===== config.mk =====
export PLATFORM = sky130hd
export DESIGN_NAME = hazard_ctrl
export DESIGN_NICKNAME = d
export VERILOG_FILES = /design/src/rtl/hazard_ctrl.sv
export SDC_FILE = /design/constraint.sdc
export NUM_CORES = 1
export LEC_CHECK = 0
export BUFFER_PORTS_ARGS = -buffer_cell sky130_fd_sc_hd__buf_4
export CORE_ASPECT_RATIO = 0.5
export CORE_MARGIN = 3
export CORE_UTILIZATION = 47
export CTS_BUF_LIST = sky130_fd_sc_hd__clkbuf_2 sky130_fd_sc_hd__clkbuf_4 sky130_fd_sc_hd__clkbuf_8
export DETAILED_ROUTE_END_ITERATION = 10
export GPL_TIMING_DRIVEN = 1
export PLACE_DENSITY = 0.7
export SLEW_MARGIN = 20
export SYNTH_ARGS = -nofsm -noshare
export SYNTH_HDL_FRONTEND = slang
export SYNTH_SLANG_ARGS = --single-unit

===== constraint.sdc =====
create_clock -name clk -period 3.35 [get_ports clk]
set_input_delay 0.1675 -clock clk [delete_from_list [all_inputs] [get_ports clk]]
set_output_delay 0.1675 -clock clk [all_outputs]
set_load 0.03 [all_outputs]

===== src/rtl/hazard_ctrl.sv =====
// hazard_ctrl: load-use, redirect and data-memory-wait hazard controller for the 5-stage RV32I pipeline.
// Optional cycle counters for each hazard group are enabled by defining HAZARD_PERF_CNT_EN.
module hazard_ctrl #(
  parameter int REDIRECT_BUBBLES = 1,
  parameter int MEM_TIMEOUT = 255,
  parameter int CNT_W = 16
) (
  input  logic       clk,
  input  logic       rst_n,
  input  logic [4:0] id_rs1,
  input  logic [4:0] id_rs2,
  input  logic       id_use_rs1,
  input  logic       id_use_rs2,
  input  logic [4:0] ex_rd,
  input  logic       ex_mem_read,
  input  logic       ex_redirect,
  input  logic       mem_req,
  input  logic       mem_ready,
  output logic       pc_stall,
  output logic       if_id_stall,
  output logic       if_id_flush,
  output logic       id_ex_stall,
  output logic       id_ex_flush,
  output logic       id_ex_hold,
  output logic       ex_mem_hold,
  output logic       mem_wb_bubble,
  output logic       mem_timeout
`ifdef HAZARD_PERF_CNT_EN
  ,
  output logic [CNT_W-1:0] load_stall_cnt,
  output logic [CNT_W-1:0] redirect_cnt,
  output logic [CNT_W-1:0] mem_wait_cnt
`endif
);
  localparam logic [1:0] RUN = 2'b00;
  localparam logic [1:0] REDIR = 2'b01;
  localparam logic [1:0] MEM_WAIT = 2'b10;
  localparam logic [3:0] RB1 = 4'(REDIRECT_BUBBLES - 1);
  localparam logic [CNT_W-1:0] TMO = CNT_W'(MEM_TIMEOUT);
  localparam logic MULTI = REDIRECT_BUBBLES > 1;
  localparam logic WDOG = MEM_TIMEOUT != 0;
  logic [1:0] state;
  logic [3:0] bub_cnt;
  logic [CNT_W-1:0] wait_cnt;
  logic resume, in_wait, in_redir, freeze, redir, load_use, fire;
  always_comb begin
    in_wait = state == MEM_WAIT;
    in_redir = state == REDIR;
    freeze = rst_n & (in_wait ? ~mem_ready : mem_req & ~mem_ready);
    redir = rst_n & ~freeze & (ex_redirect | in_redir);
    load_use = rst_n & ~freeze & ~redir & ex_mem_read & (|ex_rd) &
               ((id_use_rs1 & (id_rs1 == ex_rd)) | (id_use_rs2 & (id_rs2 == ex_rd)));
    fire = in_wait & ~mem_ready & WDOG & (wait_cnt == TMO);
  end
  assign pc_stall = freeze | load_use;
  assign if_id_stall = freeze | load_use;
  assign id_ex_stall = load_use;
  assign if_id_flush = redir;
  assign id_ex_flush = redir;
  assign id_ex_hold = freeze;
  assign ex_mem_hold = freeze;
  assign mem_wb_bubble = freeze;
  // A freeze during REDIR parks the remaining bubble count and resumes it once memory answers.
  always_ff @(posedge clk or negedge rst_n) begin
    if (!rst_n) begin
      state <= RUN;
      bub_cnt <= '0;
      wait_cnt <= '0;
      resume <= 1'b0;
      mem_timeout <= 1'b0;
    end else if (fire) begin
      state <= RUN;
      resume <= 1'b0;
      wait_cnt <= '0;
      mem_timeout <= 1'b1;
    end else if (freeze) begin
      state <= MEM_WAIT;
      resume <= in_wait ? resume : in_redir;
      wait_cnt <= !in_wait ? CNT_W'(1) : (&wait_cnt) ? wait_cnt : wait_cnt + 1'b1;
    end else if (in_wait) begin
      state <= (resume | (ex_redirect & MULTI)) ? REDIR : RUN;
      resume <= 1'b0;
      wait_cnt <= '0;
      bub_cnt <= ex_redirect ? RB1 : bub_cnt;
    end else if (ex_redirect) begin
      state <= MULTI ? REDIR : RUN;
      bub_cnt <= RB1;
    end else if (in_redir) begin
      state <= (bub_cnt == 4'd1) ? RUN : REDIR;
      bub_cnt <= bub_cnt - 1'b1;
    end else begin
      state <= RUN;
    end
  end
`ifdef HAZARD_PERF_CNT_EN
  always_ff @(posedge clk or negedge rst_n) begin
    if (!rst_n) begin
      load_stall_cnt <= '0;
      redirect_cnt <= '0;
      mem_wait_cnt <= '0;
    end else begin
      load_stall_cnt <= (load_use & ~&load_stall_cnt) ? load_stall_cnt + 1'b1 : load_stall_cnt;
      redirect_cnt <= (redir & ~&redirect_cnt) ? redirect_cnt + 1'b1 : redirect_cnt;
      mem_wait_cnt <= (freeze & ~&mem_wait_cnt) ? mem_wait_cnt + 1'b1 : mem_wait_cnt;
    end
  end
`endif
endmodule


# ---- Word level (Yosys, flattened, before mapping)
# Cells that the tools add are included.
dict set report classes {
  bitwise_logic 19
  muxes 21
  add_sub_neg 2
  eq_ne 9
  n_reduce_logical 7
}
# operator n
set op_table {}
lappend op_table {{16-bit two-way mux} 5}
lappend op_table {{16-bit by 1-bit adder with 16-bit output, second input constant} 1}
lappend op_table {{16-bit by 8-bit == test with 1-bit output, second input constant} 1}
lappend op_table {{4-bit two-way mux} 4}
lappend op_table {{16-bit AND reduction} 1}
lappend op_table {{1-bit AND} 12}
lappend op_table {{5-bit == test} 2}
lappend op_table {{1-bit two-way mux} 10}
lappend op_table {{5-bit OR reduction} 1}
lappend op_table {{4-bit by 1-bit == test with 1-bit output, second input constant} 1}
lappend op_table {{2-bit two-way mux} 2}
lappend op_table {{4-bit != test, second input constant} 1}
lappend op_table {{1-bit inverter} 4}
lappend op_table {{2-bit AND reduction} 2}
lappend op_table {{4-bit AND reduction} 1}
lappend op_table {{4-bit by 1-bit subtractor with 4-bit output, second input constant} 1}
lappend op_table {{3-bit by 2-bit != test with 1-bit output, second input constant} 1}
lappend op_table {{1-bit OR} 3}
lappend op_table {{3-bit nonzero test} 1}
lappend op_table {{2-bit by 1-bit == test with 1-bit output, second input constant} 1}
lappend op_table {{2-bit == test, second input constant} 1}
lappend op_table {{2-bit != test, second input constant} 1}
lappend op_table {{2-bit nonzero test} 1}
dict set report word_totals {
  word_cells 63
  ff_bits 24
  input_bits 23
}

# ---- Longest topological paths before layout
# Gate-level depths: netlist of the first run.
dict set report depth {
  ltp_word 13
  mapped_depth 7
}

# ---- Worst setup path after synthesis of the first run
# Ideal clock, no wire load.
dict set report synth_path {
  path_type {register to register}
  startpoint {reg wait_cnt[0]}
  endpoint {reg wait_cnt[5]}
  t_required_ns 3.268
  slack_ns 1.562
  path_buffers 1
  stages_incl_launch_ff 8
  t_arrival_ns 1.706
  cell_sequence {dfrtp_1 -> ha_1 -> and4_1 -> and4_1 -> nor3_4 -> buf_6 -> o31ai_1 -> a31oi_1}
}
dict set report synth_via {
  elab_chain_cells 5
}
# element line_no
set synth_lines {}
lappend synth_lines {{from (decl)} 44} ;# logic [CNT_W-1:0] wait_cnt;
lappend synth_lines {{from (signal assigned)} 79} ;# wait_cnt <= !in_wait ? CNT_W'(1) : (&wait_cnt) ? wait_cnt : wait_cnt + 1'b1;
lappend synth_lines {{16-bit by 1-bit adder with 16-bit output} 79}
lappend synth_lines {{16-bit two-way mux (2 in a row)} 79}
lappend synth_lines {{16-bit two-way mux} 76} ;# end else if (freeze) begin
lappend synth_lines {{16-bit two-way mux} 71} ;# end else if (fire) begin
# Several ways; a longest one is shown, not always the timed one. The select of a mux whose other input is x is not followed.
# A chain may end at the register's enable or synchronous reset.

# ---- Worst setup path in the final report of the first run
dict set report layout_path {
  startpoint {in rst_n}
  endpoint {reg wait_cnt[5]}
}
dict set report layout_via {
  elab_chain_cells 3
}
# element line_no
set layout_lines {}
lappend layout_lines {{from (decl)} 9} ;# input logic rst_n,
lappend layout_lines {{1-bit AND (*)} 49} ;# freeze = rst_n & (in_wait ? ~mem_ready : mem_req & ~mem_ready);
lappend layout_lines {{4-bit != test (no source line) (tied with other cells)} -}
lappend layout_lines {{2-bit AND reduction (no source line) or 16-bit two-way mux (tied branches)} -}
# Mark *: on every way between the ends. The rest lies on a longest branch, timed or not.

==> results of run 1 <==
## registers in the layout (all words and copies together), names as in the netlist
name	count
state	2
mem_timeout	1
wait_cnt	16
bub_cnt	4
resume	1
## per-layer routing
metal  GRT usage, %  vias to the layer above
met5              0                        -
met1          27.02                      725
li1               -                      767
met4          2.671                        0
met2          31.19                       32
met3          4.639                        2
## worst max-delay path: stages
cell                            delay (ns)
sky130_fd_sc_hd__dlygate4sd3_1        0.52
sky130_fd_sc_hd__buf_4                0.32
sky130_fd_sc_hd__or2b_1               0.29
sky130_fd_sc_hd__a21o_4               0.23
sky130_fd_sc_hd__nor3_4               0.69
sky130_fd_sc_hd__a41oi_1              0.21
sky130_fd_sc_hd__a31oi_1              0.18
## cell families (layout without fill, tap and decap cells)
family          count (synthesis)  in the layout  share of synthesized area [%]
simple gates                   77             77                          25.79
compound gates                 61             61                          23.64
flops                          24             24                          36.84
buf+inv                        15             41                          5.372
xor+xnor                       10             10                          5.373
fa+ha+maj                       3              3                          2.303
mux                             1              1                         0.6907
## what timing repair did
action,CTS,global route
resized for setup,0,0
endpoints found under the hold margin,24,0
hold buffers,1,0
## per-stage QoR
step	cell area, sq um	total power [mW]	instances	worst slack [ns]
after floorplan	1630	0.3501	191	1.562
after global placement	1848	0.3894	253	1.094
after detailed placement	1848	0.3911	253	1.037
after CTS	1899	0.5658	257	0.8964
after global routing	1899	0.5882	257	0.7077
final	1899	0.5625	257	0.9054
## worst min-delay path by stage
stage	to
after global placement	bub_cnt[2]
after detailed placement	bub_cnt[1]
after CTS	bub_cnt[1]
final	bub_cnt[1]
after global routing	bub_cnt[1]
after floorplan	bub_cnt[0]
## report_power, final
group / internal, mW / switching (mW)
combinational: 0.0384 / 0.0494
sequential: 0.293 / 0.00495
clock: 0.0807 / 0.0960
total: 0.412 / 0.150
## cell usage after synthesis (all sizes together) (2+ instances only)
| cell | instances |
|---|---|
| xnor2 | 2 |
| a21oi | 20 |
| nor4 | 3 |
| o21ai | 12 |
| dfrtp | 24 |
| ha | 3 |
| and4 | 5 |
| a41oi | 4 |
| and3 | 4 |
| and2 | 3 |
| nor3 | 5 |
| a21o | 5 |
| clkbuf | 2 |
| nand3 | 9 |
| nor2 | 13 |
| xor2 | 8 |
| nand2 | 21 |
| or2b | 2 |
| nand2b | 3 |
| nand4 | 4 |
| a31oi | 10 |
| o31ai | 2 |
| inv | 6 |
| buf | 7 |
## layout make-up
cell class                      count  area share (%)
Clock buffer                        3           2.174
Timing Repair Buffer               32           12.78
Inverter                            6           1.186
Tap cell                           40           2.635
Sequential cell                    24           31.62
Multi-Input combinational cell    152           49.60
==> results.ini, run 1 <==
[status]
status=finished, final reports clean

[synth]
ys_seq_elements=24
yosys-top-cells-area=sky130_fd_sc_hd__dfrtp_1, sky130_fd_sc_hd__a21oi_1, sky130_fd_sc_hd__nand2_1, sky130_fd_sc_hd__xor2_1, sky130_fd_sc_hd__a31oi_1
synth_area_per_cell_sq_um=8.536
post_synth_inst_count=191
ys_seq_area_share_pct=36.84
synthFlopType=sky130_fd_sc_hd__dfrtp_1
netlist.area_leader.share_pct=36.84
ys_async_sr_fraction_pct=100.0
post_synth_instance_area_sq_um=1630
netlist-cell-type-count=44
ys_warns=0
syn-num-nets=217
synth.largest_area_cell=sky130_fd_sc_hd__dfrtp_1
synth-edff-count=0

[layout]
antenna-diode-count=0
area_growth_syn_to_layout_pct=16.50
fin_util_pct=60.24
final_common_cell=sky130_fd_sc_hd__buf_4
layout_common_cells=sky130_fd_sc_hd__buf_4, sky130_fd_sc_hd__dfrtp_1, sky130_fd_sc_hd__nand2_1
multiInputGateArea_sq_um=942.2
nets=245
fillers=291
layout.area.seq_sq_um=600.6
layout-drive-gt1-share_pct=17.51

[clock_tree]
clk_root_buf=sky130_fd_sc_hd__clkbuf_8
clk_transition_reported_paths_ns=0.09
cts_made_buffers=3
htree_num_levels=1
cts_tree=built
worst_skew_pair.late_latency_ns=0.27
cts_post_setup_buffers_inserted=0
maximum_count_of_clock_buffers_along_a_single_path=2
sink_count=24

[die]
die_height_um=47.65
initial_core_util_pct=51.71
die-width_um=89.29
placement_rows=14
floorplan.die_area_sq_um=4254
core_region_area_sq_um=3153
ioPinCount=32

[min_path]
hold_path_class=in2reg
worst_hold_startpoint=ex_redirect
hold-path-cell-count=2

[route]
via_per_inst=5.938
wl_met1_um=1947
detailedRoute.firstPassIterationCount=4
drt_iter0_drc=77
detailroute.via_count=1526
met2_wirelength_um=1600
drc_errors=0
postRouteAntennaNets=0
highest_layer=met4
wl_per_cell_um=14.53
postRouteWirelength_um=3733
met3_wirelength_um=173

[sta]
setup_violations=0
finalHoldViolCount=0
final_critical_path_required_period_ns=2.445
final.setup.tns_ns=0
clock_skew_ns=0.004222
worstMarginPinSlew_ns=0.8279
slew_violations=0
crit_share_post_route_pct=72.97
slew-limit-headroom_pct=44.63
max_clock_freq_mhz=409.1
final.hold.worst_slack_ns=0.1451
unrepaired_setup_endpoints_after_global_routing=no

[placement]
gp_congestion=0.8723
io_port_bufs=31
detailed_placer_s_ending_hpwl_um=2767

[grt]
pin_count_of_the_biggest_net_entering_global_routing=28
first_pass_grt_wire_length_um=6196
grt_pass1_vias=1334
groute.usage.overall_pct=19.16
grt_antenna_before_repair=0
grt-ovfl-total=0

[critical_path]
crit_start=rst_n
critical_path.endpoint=wait_cnt[5]
path_type_of_the_worst_setup_path=in2reg
path_max_fanout=27
timing.reg2reg.setup_slack_ns=0.99
critPathCaptureType=flip-flop
r2r_start=wait_cnt[0]
reg2regPathDepth=6
worst_ep_arrival_time_ns=2.64
worst_setup_path_start_kind=input pin
critPathRequiredTime_ns=3.54
critical_path.reg2reg.endpoint=wait_cnt[5]

[power_and_ir_drop]
leakage_power_nw=0.8266
pwr_density_cell_nw_per_um2=296.1
peakVddDrop_v=0.0001567

[flow_run]
maxCapViolations=0

Note: power is estimated with default switching activity, not from simulation.
==> run 2: changes to the inputs <==
--- a/config.mk
+++ b/config.mk
@@ -12,7 +12,7 @@
 export CTS_BUF_LIST = sky130_fd_sc_hd__clkbuf_2 sky130_fd_sc_hd__clkbuf_4 sky130_fd_sc_hd__clkbuf_8
 export DETAILED_ROUTE_END_ITERATION = 10
 export GPL_TIMING_DRIVEN = 1
-export PLACE_DENSITY = 0.7
+export PLACE_DENSITY = 0.72
 export SLEW_MARGIN = 20
 export SYNTH_ARGS = -nofsm -noshare
 export SYNTH_HDL_FRONTEND = slang
==> constraint.sdc (replaced) <==
create_clock -name clk -period 2 [get_ports clk]
set_input_delay 0.1 -clock clk [delete_from_list [all_inputs] [get_ports clk]]
set_output_delay 0.1 -clock clk [all_outputs]
set_load 0.03 [all_outputs]
==> run 2 against run 1 <==
Against the previous run:
- die area unchanged
- non-clock buffer count is 6 higher
- sequential cell count is the same
- global-route usage is 0.79 points higher
- power is 92% higher
- clock power increased by 140%
- clock skew decreased by 0.0015 ns
- utilization is 2.7 points higher
- largest power group unchanged
==> results.ini, run 2 (synthesized netlist as in run 1, its figures left out) <==
[status]
status=finished, final reports clean  ; unchanged

[sta]
unrepaired_setup_endpoints_after_global_routing=no  ; unchanged
finalHoldViolCount=0  ; unchanged
crit_share_post_route_pct=93.25
max_clock_freq_mhz=536.2
final.setup.tns_ns=0  ; unchanged
slew_violations=0  ; unchanged
final_critical_path_required_period_ns=1.865
worstMarginPinSlew_ns=0.4728  ; was 0.8279 ns
final.hold.worst_slack_ns=0.08277  ; was 0.1451 ns
clock_skew_ns=0.002716  ; was 0.004222 ns
setup_violations=0  ; unchanged
slew-limit-headroom_pct=68.37  ; was 44.63%

[route]
drc_errors=0  ; unchanged
postRouteAntennaNets=0  ; unchanged
detailedRoute.firstPassIterationCount=4  ; unchanged
postRouteWirelength_um=3971  ; was 3733 um
via_per_inst=5.970  ; was 5.938
drt_iter0_drc=105  ; was 77
detailroute.via_count=1576  ; was 1,526
wl_per_cell_um=15.04  ; was 14.53 um

[die]
ioPinCount=32  ; unchanged
die_height_um=47.65  ; unchanged
placement_rows=14  ; unchanged
floorplan.die_area_sq_um=4254  ; unchanged
initial_core_util_pct=51.71  ; unchanged
die-width_um=89.29  ; unchanged
core_region_area_sq_um=3153  ; unchanged

[clock_tree]
sink_count=24  ; unchanged
clk_root_buf=sky130_fd_sc_hd__clkbuf_8  ; unchanged
htree_num_levels=1  ; unchanged
cts_made_buffers=3  ; unchanged
cts_post_setup_buffers_inserted=0  ; unchanged
worst_skew_pair.late_latency_ns=0.27  ; about the same
maximum_count_of_clock_buffers_along_a_single_path=2  ; unchanged
cts_tree=built  ; unchanged
clk_transition_reported_paths_ns=0.09  ; about the same

[layout]
fin_util_pct=62.98  ; was 60.24%
registers.top_by_ff_count=wait_cnt  ; unchanged
layout_common_cells=sky130_fd_sc_hd__buf_4, sky130_fd_sc_hd__dfrtp_1, sky130_fd_sc_hd__nand2_1  ; unchanged
area_growth_syn_to_layout_pct=21.80  ; was 16.50%
antenna-diode-count=0  ; unchanged
multiInputGateArea_sq_um=947.2  ; was 942.2 sq um
leading_registers_by_flop_count=wait_cnt (16), bub_cnt (4), state (2)  ; unchanged
postLayoutCellArea_sq_um=1986  ; was 1899 sq um
layout.area.seq_sq_um=603.1  ; was 600.6 sq um
max_ffs_per_register=16  ; unchanged
final_common_cell=sky130_fd_sc_hd__buf_4  ; unchanged
fillers=272  ; was 291
layout-drive-gt1-share_pct=22.32  ; was 17.51%
nets=251  ; was 245

[min_path]
hold_path_class=in2reg  ; unchanged

[grt]
grt_antenna_before_repair=0  ; unchanged
groute.usage.overall_pct=19.95  ; was 19.16%
pin_count_of_the_biggest_net_entering_global_routing=27  ; was 28
grt-ovfl-total=0  ; unchanged
grt_pass1_vias=1348  ; was 1,334
first_pass_grt_wire_length_um=6361  ; was 6196 um

[critical_path]
worst_ep_arrival_time_ns=1.76  ; was 2.64 ns
critPathCaptureType=primary output  ; was flip-flop
path_type_of_the_worst_setup_path=reg2out  ; was in2reg
timing.critical_path.slowest_stage_cell=sky130_fd_sc_hd__dfrtp_2  ; was sky130_fd_sc_hd__nor3_4
worst_path_cell_trace=and2b_1 > nor2_1 > nand3_1 > a221o_1 > nor2_1 > buf_4  ; was dlygate4sd3_1 > buf_4 > or2b_1 > a21o_4 > nor3_4 > a41oi_1 > a31oi_1
crit_top_cell=sky130_fd_sc_hd__nor2_1
cpPeakStageDelay_ns=0.45  ; was 0.69 ns
critPathRequiredTime_ns=1.90  ; was 3.54 ns
worst_setup_path_start_kind=flip-flop  ; was input pin
path_max_fanout=6  ; was 27

[placement]
cell_area_placed_sq_um=1893  ; was 1848 sq um
io_port_bufs=31  ; unchanged
gp_congestion=0.9001  ; was 0.8723
detailed_placer_s_ending_hpwl_um=2970  ; was 2767 um

[power_and_ir_drop]
total_switching_power_uw=254.7  ; was 150.3 uW
power.sequential.fraction_pct=46.2  ; was 53.0%
p_clk_share_pct=39.7  ; was 31.4%
power_switching_share_pct=23.54  ; was 26.72%
leakage_power_nw=0.8680  ; was 0.8266 nW
p_comb_share_pct=14.1  ; was 15.6%
peakVddDrop_v=0.0002852  ; was 0.0001567 V
intPower_uw=827.4  ; was 412.2 uW
pwr_density_cell_nw_per_um2=545.0  ; was 296.1 nW/um^2

[flow_run]
maxCapViolations=0  ; unchanged

[run 2: cell types whose count changed in the layout (fill, tap and decap cells not counted), moves of 2 or more]
cell and change:
sky130_fd_sc_hd__buf_4 +5, sky130_fd_sc_hd__and4_1 -2, sky130_fd_sc_hd__and4_2 +2, sky130_fd_sc_hd__dfrtp_1 -2, sky130_fd_sc_hd__dfrtp_2 +2
[run 2: path summary, 6_finish.rpt]
check | from | to | slack [ns] | depth (start not counted)
worst max-delay path | state[1] | id_ex_stall | 0.14 | 6
worst min-delay path | ex_redirect | bub_cnt[1] | 0.08 | 2
worst max register to register | wait_cnt[0] | bub_cnt[1] | 0.14 | 5
worst min register to register | mem_timeout | mem_timeout | 0.48 | 1
max in group asynchronous | rst_n | state[1] | 1.37 | 3
min in group asynchronous | rst_n | bub_cnt[1] | 0.36 | 3
[run 2: critical path: cells and delay by family (launching register included)]
kind / cells / cell delay, ns
DFF: 1 / 0.45
buffers and inverters: 1 / 0.16
and+or+nand+nor: 4 / 0.59
AOI/OAI and AO/OA: 1 / 0.29
[run 2: power groups by stage]
stage               registers, mW  clock network, mW  logic (mW)
global route                0.501              0.460       0.168
floorplan                   0.507                  0      0.0795
global placement            0.508                  0       0.149
detailed placement          0.509                  0       0.151
CTS                         0.500              0.440       0.153
finish                      0.500              0.430       0.152
[run 2: what timing repair did]
action	CTS	global route
endpoints found under the setup margin	0	15
endpoints found under the hold margin	24	0
hold buffers	1	0
gates resized for setup	0	7
[run 2: area by class of cell]
class	instances	area share [%]
clock buffer	3	2.079
clock inverter	1	1.512
inverter	6	1.134
multi-input combinational	152	47.70
sequential	24	30.37
tap	40	2.520
timing repair buffer	38	14.68
[run 2: stage by stage]
step / worst slack, ns / total power [mW] / cells
final: 0.1350 / 1.082 / 264
after global routing: 0.01047 / 1.130 / 264
after CTS: 0.06983 / 1.093 / 264
after detailed placement: 0.09862 / 0.6598 / 259
after global placement: 0.1577 / 0.6573 / 259
after floorplan: 0.2117 / 0.5864 / 191
[run 2: metal layers]
layer  vias to the layer above  global-route usage (%)  wire length (um)
li1                        781                       -                 -
met1                       749                   28.41              1944
met2                        42                   31.19              1765
met3                         4                   4.983               227
met4                         0                   4.451                35
met5                         -                       0                 0
